**src/rtl/operand2_pipe.sv**
```systemverilog
// ============================================================================
// Module      : operand2_pipe
// Description : Decodes the SPARC operand2 value of an instruction and queues
//               {operand, kind} pairs in a small valid/ready FIFO.
// Revision    : 1.0  initial release
// ============================================================================
`default_nettype none

module operand2_pipe #(
    parameter int DATA_W  = 32,
    parameter int SHAMT_W = 5,
    parameter int DEPTH   = 2
) (
    input  logic                         clk,
    input  logic                         rst_n,
    input  logic                         flush,
    input  logic                         in_valid,
    output logic                         in_ready,
    input  logic [31:0]                  in_instr,
    input  logic [DATA_W-1:0]            in_rs2,
    output logic                         out_valid,
    input  logic                         out_ready,
    output logic [DATA_W-1:0]            out_n,
    output logic [2:0]                   out_kind,
    output logic [$clog2(DEPTH+1)-1:0]   count
);

    localparam int C_PTR_W = $clog2(DEPTH);
    localparam int C_CNT_W = $clog2(DEPTH+1);

    localparam logic [2:0] C_KIND_SETHI  = 3'd0;
    localparam logic [2:0] C_KIND_BRANCH = 3'd1;
    localparam logic [2:0] C_KIND_CALL   = 3'd2;
    localparam logic [2:0] C_KIND_SHIFT  = 3'd3;
    localparam logic [2:0] C_KIND_SIMM   = 3'd4;
    localparam logic [2:0] C_KIND_REG    = 3'd5;

    logic [DATA_W-1:0]  w_dec_n;
    logic [2:0]         w_dec_kind;
    logic               w_is_shift;
    logic               w_push;
    logic               w_pop;

    logic [C_CNT_W-1:0] count_q,  count_d;
    logic [C_PTR_W-1:0] wr_ptr_q, wr_ptr_d;
    logic [C_PTR_W-1:0] rd_ptr_q, rd_ptr_d;
    logic [DATA_W-1:0]  mem_n_q    [DEPTH];
    logic [DATA_W-1:0]  mem_n_d    [DEPTH];
    logic [2:0]         mem_kind_q [DEPTH];
    logic [2:0]         mem_kind_d [DEPTH];

    // Operand2 decode; signed size casts perform the sign extension.
    always_comb begin
        w_dec_n    = '0;
        w_dec_kind = C_KIND_REG;
        w_is_shift = (in_instr[24:19] == 6'b100101) ||
                     (in_instr[24:19] == 6'b100110) ||
                     (in_instr[24:19] == 6'b100111);
        if (in_instr[31:30] == 2'b00) begin
            if (in_instr[24:22] == 3'b100) begin
                w_dec_n    = DATA_W'({in_instr[21:0], 10'b0});
                w_dec_kind = C_KIND_SETHI;
            end else begin
                w_dec_n    = DATA_W'($signed({in_instr[21:0], 2'b00}));
                w_dec_kind = C_KIND_BRANCH;
            end
        end else if (in_instr[31:30] == 2'b01) begin
            w_dec_n    = DATA_W'($signed({in_instr[29:0], 2'b00}));
            w_dec_kind = C_KIND_CALL;
        end else if (w_is_shift) begin
            w_dec_n    = in_instr[13] ? DATA_W'(in_instr[SHAMT_W-1:0])
                                      : DATA_W'(in_rs2[SHAMT_W-1:0]);
            w_dec_kind = C_KIND_SHIFT;
        end else if (in_instr[13]) begin
            w_dec_n    = DATA_W'($signed(in_instr[12:0]));
            w_dec_kind = C_KIND_SIMM;
        end else begin
            w_dec_n    = in_rs2;
            w_dec_kind = C_KIND_REG;
        end
    end

    assign in_ready  = rst_n && (count_q < C_CNT_W'(DEPTH));
    assign out_valid = (count_q != '0);
    assign out_n     = mem_n_q[rd_ptr_q];
    assign out_kind  = mem_kind_q[rd_ptr_q];
    assign count     = count_q;

    assign w_push = in_valid && in_ready;
    assign w_pop  = out_valid && out_ready;

    always_comb begin
        count_d  = count_q;
        wr_ptr_d = wr_ptr_q;
        rd_ptr_d = rd_ptr_q;
        for (int e = 0; e < DEPTH; e++) begin
            mem_n_d[e]    = mem_n_q[e];
            mem_kind_d[e] = mem_kind_q[e];
        end
        if (w_push) begin
            mem_n_d[wr_ptr_q]    = w_dec_n;
            mem_kind_d[wr_ptr_q] = w_dec_kind;
        end
        // Flush overrides any push or pop bookkeeping in the same cycle.
        if (flush) begin
            count_d  = '0;
            wr_ptr_d = '0;
            rd_ptr_d = '0;
        end else begin
            if (w_push) begin
                wr_ptr_d = wr_ptr_q + C_PTR_W'(1);
            end
            if (w_pop) begin
                rd_ptr_d = rd_ptr_q + C_PTR_W'(1);
            end
            if (w_push && !w_pop) begin
                count_d = count_q + C_CNT_W'(1);
            end else if (!w_push && w_pop) begin
                count_d = count_q - C_CNT_W'(1);
            end
        end
    end

    always_ff @(posedge clk) begin
        if (!rst_n) begin
            count_q  <= '0;
            wr_ptr_q <= '0;
            rd_ptr_q <= '0;
            for (int e = 0; e < DEPTH; e++) begin
                mem_n_q[e]    <= '0;
                mem_kind_q[e] <= '0;
            end
        end else begin
            count_q  <= count_d;
            wr_ptr_q <= wr_ptr_d;
            rd_ptr_q <= rd_ptr_d;
            for (int e = 0; e < DEPTH; e++) begin
                mem_n_q[e]    <= mem_n_d[e];
                mem_kind_q[e] <= mem_kind_d[e];
            end
        end
    end

endmodule

`default_nettype wire

```
**config.mk**
```make
export PLATFORM = sky130hd
export DESIGN_NAME = operand2_pipe
export DESIGN_NICKNAME = d
export VERILOG_FILES = /design/src/rtl/operand2_pipe.sv
export SDC_FILE = /design/constraint.sdc
export NUM_CORES = 1
export LEC_CHECK = 0
export BUFFER_PORTS_ARGS = -buffer_cell sky130_fd_sc_hd__buf_2
export CORE_MARGIN = 2
export CORE_UTILIZATION = 53
export CTS_CLUSTER_SIZE = 25
export DETAILED_ROUTE_END_ITERATION = 12
export PLACE_DENSITY_LB_ADDON = 0.12
export SYNTH_ARGS = -nofsm -noshare
export SYNTH_HDL_FRONTEND = slang
export SYNTH_SLANG_ARGS = --single-unit
```
**constraint.sdc**
```tcl
create_clock -name clk -period 1.9 [get_ports clk]
set_input_delay 0.19 -clock clk [delete_from_list [all_inputs] [get_ports clk]]
set_output_delay 0.19 -clock clk [all_outputs]
set_load 0.02 [all_outputs]
```
==> results of run 1 <==
-- through the flow --
stage	total power [W]	instances	setup slack (ps)	hold WS, ps
after floorplan	0.00219	467	236	383
after global placement	0.00244	649	295	441
after detailed placement	0.00246	649	283	448
after CTS	0.00376	665	173	191
after global routing	0.00388	665	128	216
final	0.00374	665	194	191
-- area by class of cell --
type                       count  area, sq um
multi-input combinational    342         2440
sequential                    75         1500
clock buffer                   9          124
tap                          102          128
clock inverter                 7         82.6
inverter                       7         26.3
timing repair buffer         123          718
fill                         673         2630
-- worst max path at each step --
stage / startpoint / end / cells after the start
after CTS: flip-flop / out_n[15] / 3
after global placement: in_instr[22] / mem_n_q[0][15] / 6
final: flip-flop / out_n[15] / 3
after detailed placement: in_instr[13] / mem_n_q[0][13] / 5
after global routing: count[1] / mem_n_q[1][2] / 6
after floorplan: count[1] / count[1] / 5
-- layer usage --
layer	global-route usage [%]	routed length (microns)	vias up
li1	-	-	1889
met1	36.6	5300	1813
met2	45.0	5380	123
met3	5.45	656	22
met4	8.21	245	0
met5	0	0	-
-- registers in the layout, summed over array words and instances (netlist names), named ones only --
signal / count
count: 2
mem_kind_q: 6
wr_ptr_q: 1
rd_ptr_q: 1
mem_n_q: 64
-- cells by family after synthesis --
group,count (synthesis),synth area share [%]
AOI/OAI and AO/OA,162,25.3
and+or+nand+nor,114,16.0
DFF,75,36.1
muxes,62,16.3
buffers and inverters,50,5.41
xor gates and xnor gates,3,0.632
adders and majority gates,1,0.301
-- report_power, final --
group | internal (W) | total [W] | switching [W] | leakage (nW)
clock | 0.000632 | 0.00132 | 0.000685 | 0.104
combinational | 0.000322 | 0.000748 | 0.000426 | 1.71
sequential | 0.00164 | 0.00168 | 0.0000335 | 0.611
total | 0.00260 | 0.00374 | 0.00114 | 2.43
-- cells in the final DEF, fill, tap and decap left out, drive strengths merged, types with 10 or more instances in the layout --
cell type / instances
buf: 123
dfxtp: 75
o21ai: 49
mux2: 45
a21oi: 36
and3: 28
a21o: 28
nand2: 21
mux2i: 17
nor2: 16
o22ai: 16
nor2b: 15
a31oi: 11
inv: 11
nor3b: 10
-- worst min-delay path, delay by kind of cell --
family                 cells  cell delay [ps]
AOI/OAI and AO/OA          1               60
and+or+nand+nor            1              180
buffers and inverters      1               70
==> run_results.csv, run 1 <==
group,metric,value,unit
yosys,synth_commonest_cells,"dfxtp_1 (75), o21ai_0 (49), mux2_2 (45), a21oi_1 (36)",
clocking,postCtsSetupBuffers,0,
detailed_routing,vias_per_cell,5.78,
worst_hold_path,min_path_cells,3,
detailed_routing,routed_wl,11600,microns
detailed_routing,first_iter_violations,193,
timing,finalClockSkew,10.1,ps
yosys,synth.area.top_cells,"dfxtp_1 (36%), mux2_2 (12%), o21ai_0 (5.9%)",
pwr,ir_worst_vdd,0.474,mV
die,chipHeight,92.6,microns
setup_path,crit_family,"buffers and inverters",
timing,tns,0,ps
clocking,clk_pin_slew,90,ps
setup_path,rr_worst_depth,5,
setup_path,critPathArrivalTime,1520,ps
detailed_routing,post-route-drc-count,0,
worst_hold_path,min_to,"wr_ptr_q",
clocking,cts-root-buf,"clkbuf_8",
clocking,clk_latency,350,ps
setup_path,path_buf_inv,2,
grt,grt_max_degree,38,
timing,min_period,1710,ps
setup_path,worstSetupEndpointType,"primary output",
timing,timing.fmax,0.586,GHz
clocking,cts_resized,0,
placement,dpl_cell_area,4810,sq um
yosys,yosys_most_used_dff,"dfxtp_1",
yosys,yosysTopAreaCell,"dfxtp_1",
timing,grt_setup_unrepaired,"no",
timing,setup-violations-final,0,
worst_hold_path,min_path_type,"input port to flip-flop",
clocking,cts.path.max_buffers,2,
die,io_pins,108,
grt,grt_overflow,0,
clocking,cts_buffers,9,
setup_path,path_cells,"buf_12, mux2_2, buf_2",
timing,tightest_slew,457,ps
yosys,syn_nets,537,
grt,antenna_found_initial,0,
die,die_w,92.6,microns
finish,layout-drive-gt1-share,36.1,%
die,rows,32,
detailed_routing,first_pass_iters,5,
finish,area_growth,20.6,%
setup_path,cp_max_fo,35,
clocking,cts_htree_levels,3,
timing,finalMaxSlewViolations,0,
worst_hold_path,hold_start,"flush",
grt,grt_usage,27.4,%
yosys,synth_warnings,0,
grt,grt_pass1_wl,18600,microns
grt,grt_pass1_vias,3705,
setup_path,required,1710,ps
yosys,yosysMostFrequentCell,"dfxtp_1",
yosys,synthCells,467,
yosys,synth_area,4160,sq um
die,dieArea,8580,sq um
placement,portBuffers,107,
setup_path,cpPeakStageDelay,380,ps
pwr,cellLeakagePower,2.43,nW
clocking,cts_sinks,75,
detailed_routing,ant_nets,0,
finish,design_area,5020,sq um
die,start_util,54.4,%
finish,antennaDiodeCount,0,
placement,place_congestion,0.902,
status,outcome,"finished clean",
timing,hold_violations,0,
placement,dp_hpwl,8220,microns
setup_path,cp-start-kind,"flip-flop",
setup_path,critPathKind,"flip-flop to primary output",
detailed_routing,vias,3847,
flow_run,max_cap_viol_count,0,
setup_path,rr_startpoint,"count[1]",
finish,nNetsFinal,628,
pwr,power_density,746,nW/um^2
setup_path,r2r_end,"count[1]",
clocking,holdBufCountCts,0,
clocking,cts_tree,"done",
yosys,async_flop_share,0,%
yosys,yosys.cell_types.count,43,
yosys,synth_edf_count,0,
die,coreArea,7650,sq um
finish,fin_util,65.6,%
yosys,yosysSeqAreaShare,36.1,%
timing,relSlewSlack,69.4,%
detailed_routing,wl_per_cell,17.4,microns
yosys,synth-seq-cells,75,
setup_path,rrSetupSlack,290,ps
setup_path,slowest_stage,"mux2_2",
yosys,avgSynthCellArea,8.91,sq um
yosys,synth_top_area_share,36.1,%
timing,finalCritPeriodShare,89.8,%
No activity file was read; power rests on OpenSTA's default activity.
==> run 2: changes to the inputs <==
--- a/config.mk
+++ b/config.mk
@@ -10,7 +10,7 @@
 export CORE_UTILIZATION = 53
 export CTS_CLUSTER_SIZE = 25
 export DETAILED_ROUTE_END_ITERATION = 12
-export PLACE_DENSITY_LB_ADDON = 0.12
+export PLACE_DENSITY = 0.91
 export SYNTH_ARGS = -nofsm -noshare
 export SYNTH_HDL_FRONTEND = slang
 export SYNTH_SLANG_ARGS = --single-unit
==> run 2 against run 1 <==
Die area did not move. Count of clock-buffer cells in the layout rose by 1. Setup slack improved by 2.0 ps. Fmax rose by 0.12%. Non-clock buffer count fell by 3. Critical path type unchanged.
==> run_results.csv, run 2 (synthesis gave the netlist of run 1 again) <==
group,metric,value,unit
status,outcome,"finished clean",
clocking,cts.path.max_buffers,2,
finish,fill_cells,623,
pwr,switching_share,29.2,%
die,start_util,54.4,%
pwr,p_sw,0.00113,W
grt,grt_pass1_wl,18900,microns
timing,finalCritPeriodShare,89.7,%
placement,place_congestion,0.980,
detailed_routing,vias,4087,
placement,dp_cells,646,
detailed_routing,post-route-drc-count,0,
detailed_routing,wl_met3,1220,microns
setup_path,worstSetupEndpointType,"primary output",
placement,dp_hpwl,8420,microns
finish,area_growth,20.4,%
clocking,cts_resized,0,
timing,hold_ws,203,ps
clocking,cts-root-buf,"clkbuf_8",
die,rows,32,
die,coreArea,7650,sq um
clocking,postCtsSetupBuffers,0,
clocking,cts_htree_levels,3,
pwr,cellLeakagePower,2.42,nW
die,dieArea,8580,sq um
clocking,cts_buffers,9,
detailed_routing,wl_per_cell,18.4,microns
finish,nNetsFinal,625,
detailed_routing,drt-met1-wl,4880,microns
timing,min_period,1700,ps
pwr,clock_power_share,37.3,%
finish,multi_input_area,2440,sq um
die,io_pins,108,
finish,finalNonFillerCells,662,
setup_path,critPathKind,"flip-flop to primary output",
die,chipHeight,92.6,microns
detailed_routing,first_pass_iters,5,
timing,timing.fmax,0.587,GHz
pwr,p_int,0.00275,W
setup_path,cpPeakStageDelay,390,ps
clocking,clk_latency,360,ps
detailed_routing,topRoutingLayerUsed,"met4",
setup_path,rr_worst_depth,5,
worst_hold_path,min_path_type,"input port to flip-flop",
timing,tns,0,ps
detailed_routing,vias_per_cell,6.17,
timing,finalMaxSlewViolations,0,
finish,layout_common_cells,"buf_2 (107), dfxtp_1 (75), o21ai_0 (49)",
grt,grt_pass1_vias,3894,
finish,seqCellArea,1500,sq um
placement,portBuffers,107,
grt,antenna_found_initial,0,
pwr,combPwrFrac,19.5,%
setup_path,crit_end,"out_n[11]",
grt,grt_usage,28.1,%
setup_path,rr_startpoint,"count[1]",
finish,layout-drive-gt1-share,35.7,%
setup_path,r2r_end,"mem_n_q[1][16]",
detailed_routing,first_iter_violations,347,
timing,tightest_slew,558,ps
detailed_routing,ant_nets,0,
timing,finalClockSkew,6.87,ps
flow_run,max_cap_viol_count,0,
clocking,holdBufCountCts,0,
setup_path,cp_max_fo,35,
worst_hold_path,min_path_cells,3,
timing,hold_violations,0,
pwr,seqPwrFrac,43.2,%
setup_path,slowest_stage,"mux2_2",
finish,mostFrequentLayoutCell,"buf_2",
detailed_routing,routed_wl,12200,microns
setup_path,rrSetupSlack,200,ps
grt,grt_overflow,0,
setup_path,path_cells,"buf_12, mux2_2, buf_2",
grt,grt_max_degree,59,
pwr,power_density,775,nW/um^2
finish,antennaDiodeCount,0,
detailed_routing,route.met2.wl,5640,microns
timing,relSlewSlack,62.7,%
pwr,ir_worst_vdd,0.412,mV
finish,top_register,"mem_n_q",
die,die_w,92.6,microns
finish,largest_reg_flops,64,
setup_path,critPathArrivalTime,1510,ps
clocking,cts_tree,"done",
timing,setup-violations-final,0,
timing,grt_setup_unrepaired,"no",
clocking,cts_sinks,75,
setup_path,cp-start-kind,"flip-flop",
clocking,clk_pin_slew,90,ps
setup_path,required,1710,ps
==> run 2: per-layer routing <==
metal,up-vias,track usage [%]
li1,1878,-
met1,1922,34.8
met2,247,46.4
met3,40,6.67
met4,0,12.4
met5,-,0
==> run 2: how the worst min path moves through the flow <==
stage	startpoint	end	slack, ps
6_report	in_instr[19]	mem_n_q[0][29]	200
5_1_grt	in_instr[28]	mem_n_q[0][30]	200
4_1_cts	in_instr[19]	mem_n_q[0][29]	190
3_5_place_dp	mem_kind_q[0][2]	mem_kind_q[0][2]	450
3_3_place_gp	mem_n_q[0][0]	mem_n_q[0][0]	440
2_1_floorplan	rst_n	mem_n_q[1][3]	380
==> run 2: critical path: cells and delay by family, from the launching register on <==
kind     cells  cell delay [ps]
mux          1              390
flops        1              360
buf+inv      2              410
==> run 2: metrics by stage <==
stage	setup slack [ps]	util, %	instance area, sq um	power [W]
6_report	196	65.5	5010	0.00388
3_3_place_gp	212	62.5	4780	0.00243
2_1_floorplan	236	-	4160	0.00219
3_5_place_dp	99.6	62.5	4780	0.00245
5_1_grt	74.7	65.5	5010	0.00402
4_1_cts	194	65.5	5010	0.00388
==> run 2: power by group through the flow <==
stage          logic [W]  clock network [W]  registers [W]
3_3_place_gp    0.000724                  0        0.00171
2_1_floorplan   0.000484                  0        0.00170
5_1_grt         0.000812            0.00152        0.00169
3_5_place_dp    0.000739                  0        0.00171
6_report        0.000756            0.00145        0.00168
4_1_cts         0.000746            0.00145        0.00168
==> run 2: cell type report <==
| type | count | share of cell area, % |
|---|---|---|
| Clock inverter | 6 | 1.92 |
| Clock buffer | 10 | 2.75 |
| Tap cell | 102 | 2.55 |
| Multi-Input combinational cell | 342 | 48.7 |
| Sequential cell | 75 | 30.0 |
| Inverter | 7 | 0.524 |
| Timing Repair Buffer | 120 | 13.6 |
==> run 3: changes to the inputs <==
--- a/config.mk
+++ b/config.mk
@@ -6,6 +6,7 @@
 export NUM_CORES = 1
 export LEC_CHECK = 0
 export BUFFER_PORTS_ARGS = -buffer_cell sky130_fd_sc_hd__buf_2
+export CORE_ASPECT_RATIO = 1.25
 export CORE_MARGIN = 2
 export CORE_UTILIZATION = 53
 export CTS_CLUSTER_SIZE = 25
==> run 3 against run 2 <==
Worst hold slack got worse by 4.7 ps. Combinational power barely moved. Critical path depth rose by 2. Largest power group unchanged. Critical endpoint is now mem_n_q[1][18]. Sequential power barely moved. Wire length fell by 2.8%. Core utilization fell by 1.1 points. Flip-flop and latch count did not move.
==> run_results.csv, run 3 (synthesis gave the netlist of run 1 again) <==
group,metric,value,unit
timing,grt_setup_unrepaired,"no",
pwr,cellLeakagePower,2.39,nW
finish,largest_reg_flops,64,
placement,dp_cells,639,
die,coreArea,7700,sq um
detailed_routing,wl_per_cell,18.1,microns
grt,grt_max_degree,62,
timing,setup-violations-final,0,
clocking,cts_htree_levels,3,
detailed_routing,post-route-drc-count,0,
clocking,cts_tree,"done",
pwr,ir_worst_vdd,0.454,mV
timing,tightest_slew,647,ps
finish,seqCellArea,1500,sq um
grt,antenna_found_initial,0,
setup_path,cp-start-kind,"flip-flop",
timing,min_period,1760,ps
setup_path,worstSetupEndpointType,"flip-flop",
finish,finalNonFillerCells,655,
clocking,cts_sinks,75,
clocking,cts-root-buf,"clkbuf_8",
detailed_routing,vias_per_cell,6.11,
die,rows,36,
finish,top_register,"mem_n_q",
placement,portBuffers,107,
status,outcome,"finished clean",
finish,design_area,4960,sq um
clocking,postCtsSetupBuffers,0,
finish,layout-drive-gt1-share,35.5,%
setup_path,cp_max_fo,19,
clocking,cts_resized,0,
timing,timing.fmax,0.569,GHz
worst_hold_path,min_path_type,"input port to flip-flop",
finish,area_growth,19.2,%
clocking,cts_buffers,9,
die,start_util,54.0,%
finish,multi_input_area,2440,sq um
finish,fill_cells,625,
pwr,power_density,709,nW/um^2
timing,tns,0,ps
timing,finalMaxSlewViolations,0,
grt,grt_pass1_vias,3826,
clocking,clk_latency,350,ps
detailed_routing,ant_nets,0,
grt,grt_overflow,0,
timing,hold_violations,0,
finish,antennaDiodeCount,0,
timing,finalClockSkew,5.15,ps
die,io_pins,108,
detailed_routing,first_iter_violations,325,
timing,relSlewSlack,56.8,%
flow_run,max_cap_viol_count,0,
detailed_routing,routed_wl,11800,microns
timing,finalCritPeriodShare,92.5,%
die,die_w,83.3,microns
finish,layout_common_cells,"buf_2 (107), dfxtp_1 (75), o21ai_0 (49)",
setup_path,required,2140,ps
clocking,clk_pin_slew,80,ps
placement,dpl_cell_area,4790,sq um
detailed_routing,vias,3999,
detailed_routing,first_pass_iters,4,
grt,grt_usage,27.4,%
placement,place_congestion,0.922,
finish,nNetsFinal,625,
setup_path,critPathArrivalTime,2000,ps
finish,mostFrequentLayoutCell,"buf_2",
grt,grt_pass1_wl,18700,microns
placement,dp_hpwl,8420,microns
clocking,cts.path.max_buffers,2,
clocking,holdBufCountCts,0,
setup_path,critPathKind,"flip-flop to flip-flop",
die,dieArea,8580,sq um
die,chipHeight,103,microns
## run 3: cell type report
| class | count | share of cell area, % |
|---|---|---|
| clock buffers | 10 | 2.57 |
| clock inverters | 6 | 0.857 |
| inverters | 7 | 0.530 |
| multi-input cells | 342 | 49.1 |
| flip-flops and latches | 75 | 30.3 |
| well taps | 95 | 2.40 |
| repair buffers | 120 | 14.3 |
## run 3: worst paths after layout
kind              depth (start not counted)  slack [ps]          start              to
setup reg to reg                          5         140       count[1]  mem_n_q[1][18]
setup / recovery                          5         140       count[1]  mem_n_q[1][18]
hold / removal                            3         200   in_instr[28]  mem_n_q[0][30]
hold reg to reg                           2         460  mem_n_q[0][1]   mem_n_q[0][1]
## run 3: where the power goes
part | total (W) | switching [W] | internal, W
Combinational | 0.000758 | 0.000436 | 0.000322
Sequential | 0.00168 | 0.0000341 | 0.00164
Clock | 0.00108 | 0.000609 | 0.000474
Total | 0.00352 | 0.00108 | 0.00244
## run 3: through the flow
| step | hold WS, ps | total power [W] | setup WS, ps | util [%] |
|---|---|---|---|---|
| detailed placement | 449 | 0.00246 | 188 | 62.2 |
| floorplan | 383 | 0.00219 | 236 | - |
| global placement | 440 | 0.00243 | 305 | 62.2 |
| global route | 215 | 0.00366 | 40.9 | 64.4 |
| CTS | 184 | 0.00351 | 176 | 64.4 |
| finish | 198 | 0.00352 | 143 | 64.4 |
## run 3: critical path, stage by stage (launching register included)
cell      delay, ps
dfxtp_1         350
nand3b_1        220
inv_1           140
nand2_1         400
and3_1          380
a21o_1          150
## run 3: per-layer routing
layer | up-vias | share of wire (%) | track usage, %
met5 | - | 0 | 0
met4 | 0 | 3.0 | 10.6
met3 | 30 | 6.9 | 5.68
met2 | 180 | 49 | 47.8
met1 | 1913 | 42 | 33.5
li1 | 1876 | - | -
